**config.mk**
```make
export PLATFORM = sky130hd
export DESIGN_NAME = floor_slot_scheduler
export DESIGN_NICKNAME = d
export VERILOG_FILES = /design/src/rtl/game_pkg.sv /design/src/rtl/free_slot_finder.sv /design/src/rtl/floor_slot_scheduler.sv
export SDC_FILE = /design/constraint.sdc
export NUM_CORES = 1
export LEC_CHECK = 0
export CAP_MARGIN = 20
export CORE_ASPECT_RATIO = 1.5
export CORE_UTILIZATION = 47
export DETAILED_ROUTE_END_ITERATION = 10
export PLACE_DENSITY = 0.69
export SYNTH_ARGS = -nofsm -noshare
export SYNTH_HDL_FRONTEND = slang
export SYNTH_HIERARCHICAL = 1
export SYNTH_SLANG_ARGS = --single-unit
```
**constraint.sdc**
```tcl
create_clock -name clk -period 3.51 [get_ports clk]
set_input_delay 0.702 -clock clk [delete_from_list [all_inputs] [get_ports clk]]
set_output_delay 0.702 -clock clk [all_outputs]
set_load 0.1 [all_outputs]
```
**src/rtl/game_pkg.sv**
```systemverilog
// rtl/game_pkg.sv - shared encodings and defaults for the floor slot scheduler
package game_pkg;
  typedef enum logic [1:0] {
    ST_IDLE = 2'b00,
    ST_PLAY = 2'b01,
    ST_OVER = 2'b10
  } game_state_e;

  localparam int NUM_SLOTS         = 8;
  localparam int SLOT_W            = 3;
  localparam int GAP_INIT_DEF      = 120;
  localparam int GAP_MIN_DEF       = 40;
  localparam int GAP_STEP_DEF      = 4;
  localparam int SPEEDUP_EVERY_DEF = 16;
endpackage

```
**src/rtl/free_slot_finder.sv**
```systemverilog
// rtl/free_slot_finder.sv - rotating priority encoder over the free-slot mask
module free_slot_finder
  import game_pkg::*;
(
  input  logic [NUM_SLOTS-1:0] free,
  input  logic [SLOT_W-1:0]    start_ptr,
  output logic                 found,
  output logic [SLOT_W-1:0]    idx
);
  logic [SLOT_W-1:0] cand;

  // Scan from the farthest offset down so the nearest free slot is the last one kept.
  always_comb begin
    found = 1'b0;
    idx   = '0;
    cand  = '0;
    for (int i = NUM_SLOTS - 1; i >= 0; i--) begin
      cand = start_ptr + SLOT_W'(i);
      if (free[cand]) begin
        found = 1'b1;
        idx   = cand;
      end
    end
  end
endmodule

```
**src/rtl/floor_slot_scheduler.sv**
```systemverilog
// rtl/floor_slot_scheduler.sv - game FSM, spawn timer and round-robin slot allocator
module floor_slot_scheduler
  import game_pkg::*;
#(
  parameter int NUM_SLOTS_P   = NUM_SLOTS,
  parameter int GAP_INIT      = GAP_INIT_DEF,
  parameter int GAP_MIN       = GAP_MIN_DEF,
  parameter int GAP_STEP      = GAP_STEP_DEF,
  parameter int SPEEDUP_EVERY = SPEEDUP_EVERY_DEF
) (
  input  logic                 clk,
  input  logic                 rst,
  input  logic                 tick,
  input  logic                 start,
  input  logic                 die,
  input  logic [NUM_SLOTS-1:0] slot_done,
  input  logic                 spawn_ack,
  output logic                 spawn_valid,
  output logic [SLOT_W-1:0]    spawn_slot,
  output logic [NUM_SLOTS-1:0] enable,
  output logic [8:0]           time_gap,
  output logic [15:0]          score,
  output logic [1:0]           game_state
);
  game_state_e       state, state_nxt;
  logic              new_game, die_now;
  logic [8:0]        gap_cnt;
  logic              pending;
  logic [SLOT_W-1:0] rr_ptr;
  logic [15:0]       spd_cnt;
  logic              found;
  logic [SLOT_W-1:0] free_idx;
  logic              play_run, expire, issue, acked, speedup;
  logic [NUM_SLOTS-1:0] ack_mask;
  logic [8:0]        gap_dec;

  free_slot_finder u_finder (
    .free      (~enable),
    .start_ptr (rr_ptr),
    .found     (found),
    .idx       (free_idx)
  );

  always_ff @(posedge clk or negedge rst) begin
    if (!rst) state <= ST_IDLE;
    else      state <= state_nxt;
  end

  always_comb begin
    state_nxt = state;
    new_game  = 1'b0;
    die_now   = 1'b0;
    case (state)
      ST_IDLE, ST_OVER: if (start) begin
        state_nxt = ST_PLAY;
        new_game  = 1'b1;
      end
      ST_PLAY: if (die) begin
        state_nxt = ST_OVER;
        die_now   = 1'b1;
      end
      default: state_nxt = ST_IDLE;
    endcase
  end

  // gap_cnt may sit above a freshly shrunk time_gap, so expiry is a >= compare.
  assign play_run = (state == ST_PLAY) && !die;
  assign expire   = play_run && tick && (gap_cnt >= time_gap - 9'd1);
  assign issue    = play_run && pending && !spawn_valid && found;
  assign acked    = play_run && spawn_valid && spawn_ack;
  assign ack_mask = acked ? (NUM_SLOTS'(1) << spawn_slot) : '0;
  assign speedup  = acked && (spd_cnt == 16'(SPEEDUP_EVERY - 1));
  assign gap_dec  = (time_gap >= 9'(GAP_MIN + GAP_STEP)) ? time_gap - 9'(GAP_STEP)
                                                         : 9'(GAP_MIN);

  always_ff @(posedge clk or negedge rst) begin
    if (!rst) begin
      enable      <= '0;
      spawn_valid <= 1'b0;
      spawn_slot  <= '0;
      time_gap    <= 9'(GAP_INIT);
      score       <= '0;
      gap_cnt     <= '0;
      pending     <= 1'b0;
      rr_ptr      <= '0;
      spd_cnt     <= '0;
    end else if (new_game) begin
      enable      <= '0;
      spawn_valid <= 1'b0;
      time_gap    <= 9'(GAP_INIT);
      score       <= '0;
      gap_cnt     <= '0;
      pending     <= 1'b1;
      rr_ptr      <= '0;
      spd_cnt     <= '0;
    end else if (die_now) begin
      spawn_valid <= 1'b0;
      pending     <= 1'b0;
    end else if (play_run) begin
      if (tick) gap_cnt <= expire ? 9'd0 : gap_cnt + 9'd1;
      enable <= (enable & ~slot_done) | ack_mask;
      if (issue) begin
        spawn_valid <= 1'b1;
        spawn_slot  <= free_idx;
        pending     <= 1'b0;
      end else if (expire) begin
        pending <= 1'b1;
      end
      if (acked) begin
        spawn_valid <= 1'b0;
        rr_ptr      <= spawn_slot + SLOT_W'(1);
        if (score != 16'hFFFF) score <= score + 16'd1;
        if (speedup) begin
          spd_cnt  <= '0;
          time_gap <= gap_dec;
        end else begin
          spd_cnt <= spd_cnt + 16'd1;
        end
      end
    end
  end

  assign game_state = state;
endmodule

```
**Yosys cells after proc, flatten, opt, wreduce, memory -nomap -nowiden**

Index checks and enable logic that the tools add are counted.

- Register bits: 68
- Input bits: 14
- Output and inout bits: 39
- Word-level logic and storage cells: 155

- Add/sub/neg operators: 13
- $lt $le $gt $ge: 10
- Eq/ne operators: 7
- Shifts and indexed selects: 1
- Muxes and demuxes: 78
- Bitwise gates (word level): 6
- Reductions and logical operators: 30

Operators with widths:

| kind | count |
|---|---|
| 2-to-1 mux 16 bit | 10 |
| 2-to-1 mux 9 bit | 11 |
| 2-to-1 mux 3 bit | 12 |
| adder 16 x 1 -> 16 bit, second input constant | 2 |
| less-than comparator 3 x 4 -> 1 bit, second input constant | 8 |
| 2-to-1 mux 8 bit | 4 |
| 2-to-1 mux 1 bit | 30 |
| binary-select mux 1 bit (select 3 bit) | 8 |
| equality test 16 x 4 -> 1 bit, second input constant | 1 |
| inequality test 16 bit, second input constant | 1 |
| NOT 8 bit | 2 |
| adder 3 bit, second input constant | 4 |
| AND reduction 4 bit | 3 |
| nonzero test 2 bit | 5 |
| adder 9 x 1 -> 9 bit, second input constant | 1 |
| >= comparator 9 x 6 -> 1 bit, second input constant | 1 |
| >= comparator 9 bit | 1 |
| logical AND 1 bit | 9 |
| subtractor 9 x 1 -> 9 bit, second input constant | 1 |
| subtractor 9 x 3 -> 9 bit, second input constant | 1 |
| bitwise AND 8 bit | 1 |
| bitwise OR 8 bit | 1 |
| AND reduction 2 bit | 4 |
| nonzero test 4 bit | 2 |
| 14 further kinds | 22 |

**Longest topological paths before layout**

- Word-level depth: 17
- Gate-level depth with buffers: 13
- Mapped depth without buffers: 12

**Modules after synthesis**

The synthesis kept the hierarchy.

By module, submodules not included:

| module | instances | cells an instance | area an instance (um^2) |
|---|---|---|---|
| floor_slot_scheduler | 1 | 385 | 3621.0 |
| free_slot_finder | 1 | 95 | 889.6 |

**Worst setup path before layout**

No wires, ideal clock.

- Path type: register to register
- Start: reg time_gap[2]
- End: reg gap_cnt[7]
- Library setup time: 0.064 ns
- Arrival time: 3.311 ns
- Data required time: 3.446 ns
- Slack: 0.135 ns
- Stages on the path, launching flop included: 14
- Buffers on the path: 1
- Period minus slack after synthesis: 3.375 ns
- Path through: dfrtp_1 > inv_1 > ha_1 > inv_1 > or3_1 > nor3_1 > xnor2_1 > ha_1 > a21oi_1 > o21ai_0 > a211o_1 > clkbuf_1 > nor4b_1 > a21o_1

- Word-level cells in the longest chain between the ends: 8

Ends and longest elaborated chain:

| what | RTL line | RTL |
|---|---|---|
| start, declared | floor_slot_scheduler.sv:21 | `output logic [8:0] time_gap,` |
| start signal, assigned | floor_slot_scheduler.sv:81 | `time_gap <= 9'(GAP_INIT);` |
| start signal, assigned | floor_slot_scheduler.sv:90 | `time_gap <= 9'(GAP_INIT);` |
| start signal, assigned | floor_slot_scheduler.sv:115 | `time_gap <= gap_dec;` |
| subtractor 9 x 1 -> 9 bit | floor_slot_scheduler.sv:68 | `assign expire = play_run && tick && (gap_cnt >= time_gap - 9'd1);` |
| >= comparator 9 bit | floor_slot_scheduler.sv:68 |  |
| logical AND 1 bit | floor_slot_scheduler.sv:68 |  |
| 2-to-1 mux 9 bit (2 in series) | floor_slot_scheduler.sv:100 | `if (tick) gap_cnt <= expire ? 9'd0 : gap_cnt + 9'd1;` |
| 2-to-1 mux 9 bit | floor_slot_scheduler.sv:99 | `end else if (play_run) begin` |
| 2-to-1 mux 9 bit | floor_slot_scheduler.sv:96 | `end else if (die_now) begin` |
| 2-to-1 mux 9 bit | floor_slot_scheduler.sv:87 | `end else if (new_game) begin` |
| end signal, assigned | floor_slot_scheduler.sv:100 |  |
| end, declared | floor_slot_scheduler.sv:27 | `logic [8:0] gap_cnt;` |

No other way between the ends. The select of a mux whose other input is x is not followed.
A chain may end at the register's enable or synchronous reset.

**Final worst setup path**

- Start: reg time_gap[2]
- End: reg gap_cnt[2]

Same word-level chain as after synthesis.

==> results.txt <==
- Summing every instance area after synthesis gives around 0.0045 mm2.
- After the flow finishes, the layout carries non-filler instances totaling between 600 and 700.
- CTS Sinks: 66
* Post-synth top cells: dfrtp_1 (62), nor2_1 (47), nand2_1 (46), o21ai_0 (28), inv_1 (23)
* Starting density of the core: 48.5%
- CTS built an H-tree with a depth of 3.
- The clock arrives with 0.00724 ns of skew.
* Post-layout total power: roughly 2.4 mW
* Post-detailed-route DRC marker count: 0
- Most used flip-flop cell after synthesis: dfrtp_1
- The worst path uses between 80% and 90% of the clock period.
- For this design the ratio of total power to cell area is 444 mW/mm2.
- Global route overflow: 0
- Via density per instance: 6.02
* Placement row count: 43
- Hold/Removal Path Class: primary input to asynchronous set/reset pin
- Crit path largest cell delay: 0.44 ns
- Once detail routing completed, the nets flagged for antenna violations numbered 0.
* Worst-path cell with the longest stage delay: dfrtp_1
- In this run the critical register-to-register path is launched from time_gap[2]$_DFFE_PN0P_.
- Fraction of met3 tracks used by global routing: between 6 and 7%
- Normalized max-slew margin: 34.3%
- The initial antenna violation count came to 0.
* Worst-path cell chain: inv_1, ha_1, inv_1, or3_1, nor3_1, xnor2_1, ha_1, a21oi_1, o21ai_0, a211o_1, nor2_1, a22o_1
- Routed WL per cell: 17.3 um
- The final number of max-transition violations came to 0.
- In this run, synthesis produced a sequential element count of 66.
- The clock passes through at most 2 buffers.
* Vias: 3913
- In the final layout, the share of cells above drive strength 1 is between 10 and 15%.
- Average cell area after synthesis: 9.40 um2
- The critical path contains buffers and inverters numbering 2 combined.
- Number of setup violations in the final report: 0
- Entering global routing, the biggest net connects a little under 50 pins.
- In this run the worst setup path begins at time_gap[2]$_DFFE_PN0P_.
- By area the synthesized netlist is led by dfrtp_1 (34%), ha_1 (6.1%), nor2_1 (3.9%).
- Depth of the most critical reg-to-reg path: 12
* I/O Pins: 53
- Number of detailed-routing iterations run before antenna repair: 4
* Endpoint of the most critical register-to-register path: gap_cnt[2]$_DFFE_PN0P_
- The critical path crosses 12 cells after its start point.
- The worst setup path is launched from a flop.
- Measured along the x axis, the die boundary spans 82.0 um.
- In this run the biggest area consumer among cell types represents 34.4% of the synthesized area.
- The number of hold violations in the final report is 0.
- Input and output buffers added on the ports amount to 50.
- Data on the critical path arrives at its endpoint at 3.37 ns.
- CTS clock-pin slew for the worst setup and hold paths: about 0.06 ns
- The first global-routing pass estimated about 18000 um of wire.
- After synthesis, the share of cell area in mux cells is 9.02%.
- Number of global-route vias before repair: 3882
- Main combinational cell family by area after synthesis: simple AND/OR/NAND/NOR gates
- After legalization and detailed placement, the total HPWL measured between 8000 and 9000 um.
- Of the total synthesized cell area, the portion taken by AND, OR, NAND and NOR gates is 21.7%.
* Placed Cells incl. Taps: between 600 and 700
- The layer flagged by global routing as most heavily used is met2.
* GR Util met2: a little over two fifths
* Share of synthesized cell area in full adder, half adder and majority cells: 6.10%
- The tool flagged a number of max-cap violations equal to 0.
- TritonCTS built the clock tree.
- At the pin with the least slew margin, the transition time is 0.982 ns.
- Leakage: 2.16 nW
- By startpoint and endpoint, the worst setup path is classified as flop to flop.
- Total of warnings raised by yosys: 6
- Clock network latency to the later pin of the worst-skew pair: 0.34 ns
* Unrepaired setup endpoints after global routing: no
- The routed design has 11200 um of wire.
- Once the clock tree was built, the setup fixing pass inserted 0 buffers.
* Total Nets Final: 569
* Number of antenna repair diodes: 0
* Share of the yosys chip area belonging to registers: a little under two fifths
* Chip Height: 122 um
* Tot GR Track Use: ~24%
- In the post-synthesis netlist, the cell with the most instances is dfrtp_1.
- Number of buffers added to fix hold violations after cts: 0
- Post-synthesis async set-or-reset flop share: 100%
- Fraction of synthesized cell area in xor and xnor cells: 5.83%
* Drt initial violations: 193
- Max IR drop VDD: 560 uV
- The congestion estimate from routability-driven global placement came to between 0.8 and 0.9.
* Number of unique standard cell types used by synthesis: 67
- From synthesis to final layout, the design area changed by 19.4%.
* Compound-cell area share of the yosys netlist: 15.9%
* Post-synth EDFFs: 0
* Final hold slack: between 0.3 and 0.4 ns
* Crit. End Element: flop
* Highest clock frequency the design can meet: around 320 MHz
* GR Layer Usage met1: 25.8%
* Shortest clock period the worst path allows after layout: 3.10 ns
- Across all register-to-register paths, the minimum setup slack is between 0.4 and 0.5 ns.
* Family of cells with the greatest summed delay on the critical path: simple AND/OR/NAND/NOR gates
- In this run, post-CTS repair resized a total of 0 instances.
* Required time reported for the critical path endpoint: 3.79 ns
- Max Fanout on Critical Path: 11
- Clock buffers created by TritonCTS: 9
- Core Area: 0.00931 mm2
- Run status: finished clean
* Last element of the critical path: gap_cnt[2]$_DFFE_PN0P_
* Cells after synthesis: between 400 and 500
- The floorplan step defined a die boundary enclosing 0.0100 mm2.
* Clock root buffer master: clkbuf_16
- For the final routed database, the setup TNS stands at 0 ns.
- Largest area contributor in the synthesized netlist: dfrtp_1
==> worst min-delay path by stage <==
| stage | startpoint | to | slack [ns] | depth (start not counted) |
|---|---|---|---|---|
| 2_1_floorplan | rst | enable[0]$_DFFE_PN0P_ | 0.41 | 0 |
| 3_3_place_gp | enable[3]$_DFFE_PN0P_ | enable[3]$_DFFE_PN0P_ | 0.53 | 1 |
| 3_5_place_dp | spd_cnt[0]$_DFFE_PN0P_ | spd_cnt[0]$_DFFE_PN0P_ | 0.53 | 1 |
| 4_1_cts | rst | score[9]$_DFFE_PN0P_ | 0.31 | 1 |
| 5_1_grt | rst | score[9]$_DFFE_PN0P_ | 0.33 | 1 |
| 6_report | rst | score[9]$_DFFE_PN0P_ | 0.30 | 1 |
==> layout by cell type (no fill, tap or decap), types with 19 or more instances in the layout <==
cell type / instances
dfrtp_1: 62
nor2_1: 47
nand2_1: 46
clkdlybuf4s50_1: 34
o21ai_0: 28
buf_4: 27
inv_1: 23
ha_1: 22
a21oi_1: 19
==> final cells by class <==
cell class	count	area, um2
Tap cell	112	140
Clock buffer	9	225
Clock inverter	7	80.1
Multi-Input combinational cell	371	2650
Sequential cell	66	1660
Timing Repair Buffer	62	548
Fill cell	808	3920
Inverter	23	86.3
==> cell families (layout without fill, tap and decap cells) <==
| family | count (synthesis) | in the layout |
|---|---|---|
| buffers and inverters | 44 | 101 |
| flip-flops | 66 | 66 |
| AND/OR/NAND/NOR | 192 | 192 |
| other | 1 | 2 |
| adder cells (fa/ha/maj) | 22 | 22 |
| multiplexers | 23 | 23 |
| AO/OA/AOI/OAI | 102 | 102 |
| XOR/XNOR | 30 | 30 |
==> report_power, final <==
| part | internal (mW) | switching [mW] |
|---|---|---|
| Combinational | 0.164 | 0.436 |
| Sequential | 0.812 | 0.0699 |
| Clock | 0.554 | 0.356 |
==> through the flow <==
stage               cell area (um2)  util, %  worst slack (ns)
floorplan                      4510        -             0.135
global placement               5080     54.6             0.559
detailed placement             5080     54.6             0.454
CTS                            5390     57.9             0.433
global route                   5390     57.9             0.162
finish                         5390     57.9             0.414
==> sequential cells by signal (all words and copies together), names as in the netlist <==
signal       count
spawn_slot       3
time_gap         7
spawn_valid      1
rr_ptr           3
game_state       2
score           16
enable           8
pending          1
gap_cnt          9
spd_cnt         16
==> worst reg2reg max path: cells and delay by family (launching register included) <==
kind            cells  cell delay (ns)
flops               1             0.44
buf+inv             2             0.20
fa+ha+maj           2             0.49
simple gates        3             0.92
xor+xnor            1             0.17
compound gates      4             0.82
==> per-layer routing <==
layer	share of wire, %	up-vias
met3	3.7	19
li1	-	1865
met1	39	1933
met2	55	96
met4	2.4	0
met5	0	-
Note: power is estimated with default switching activity, not from simulation.
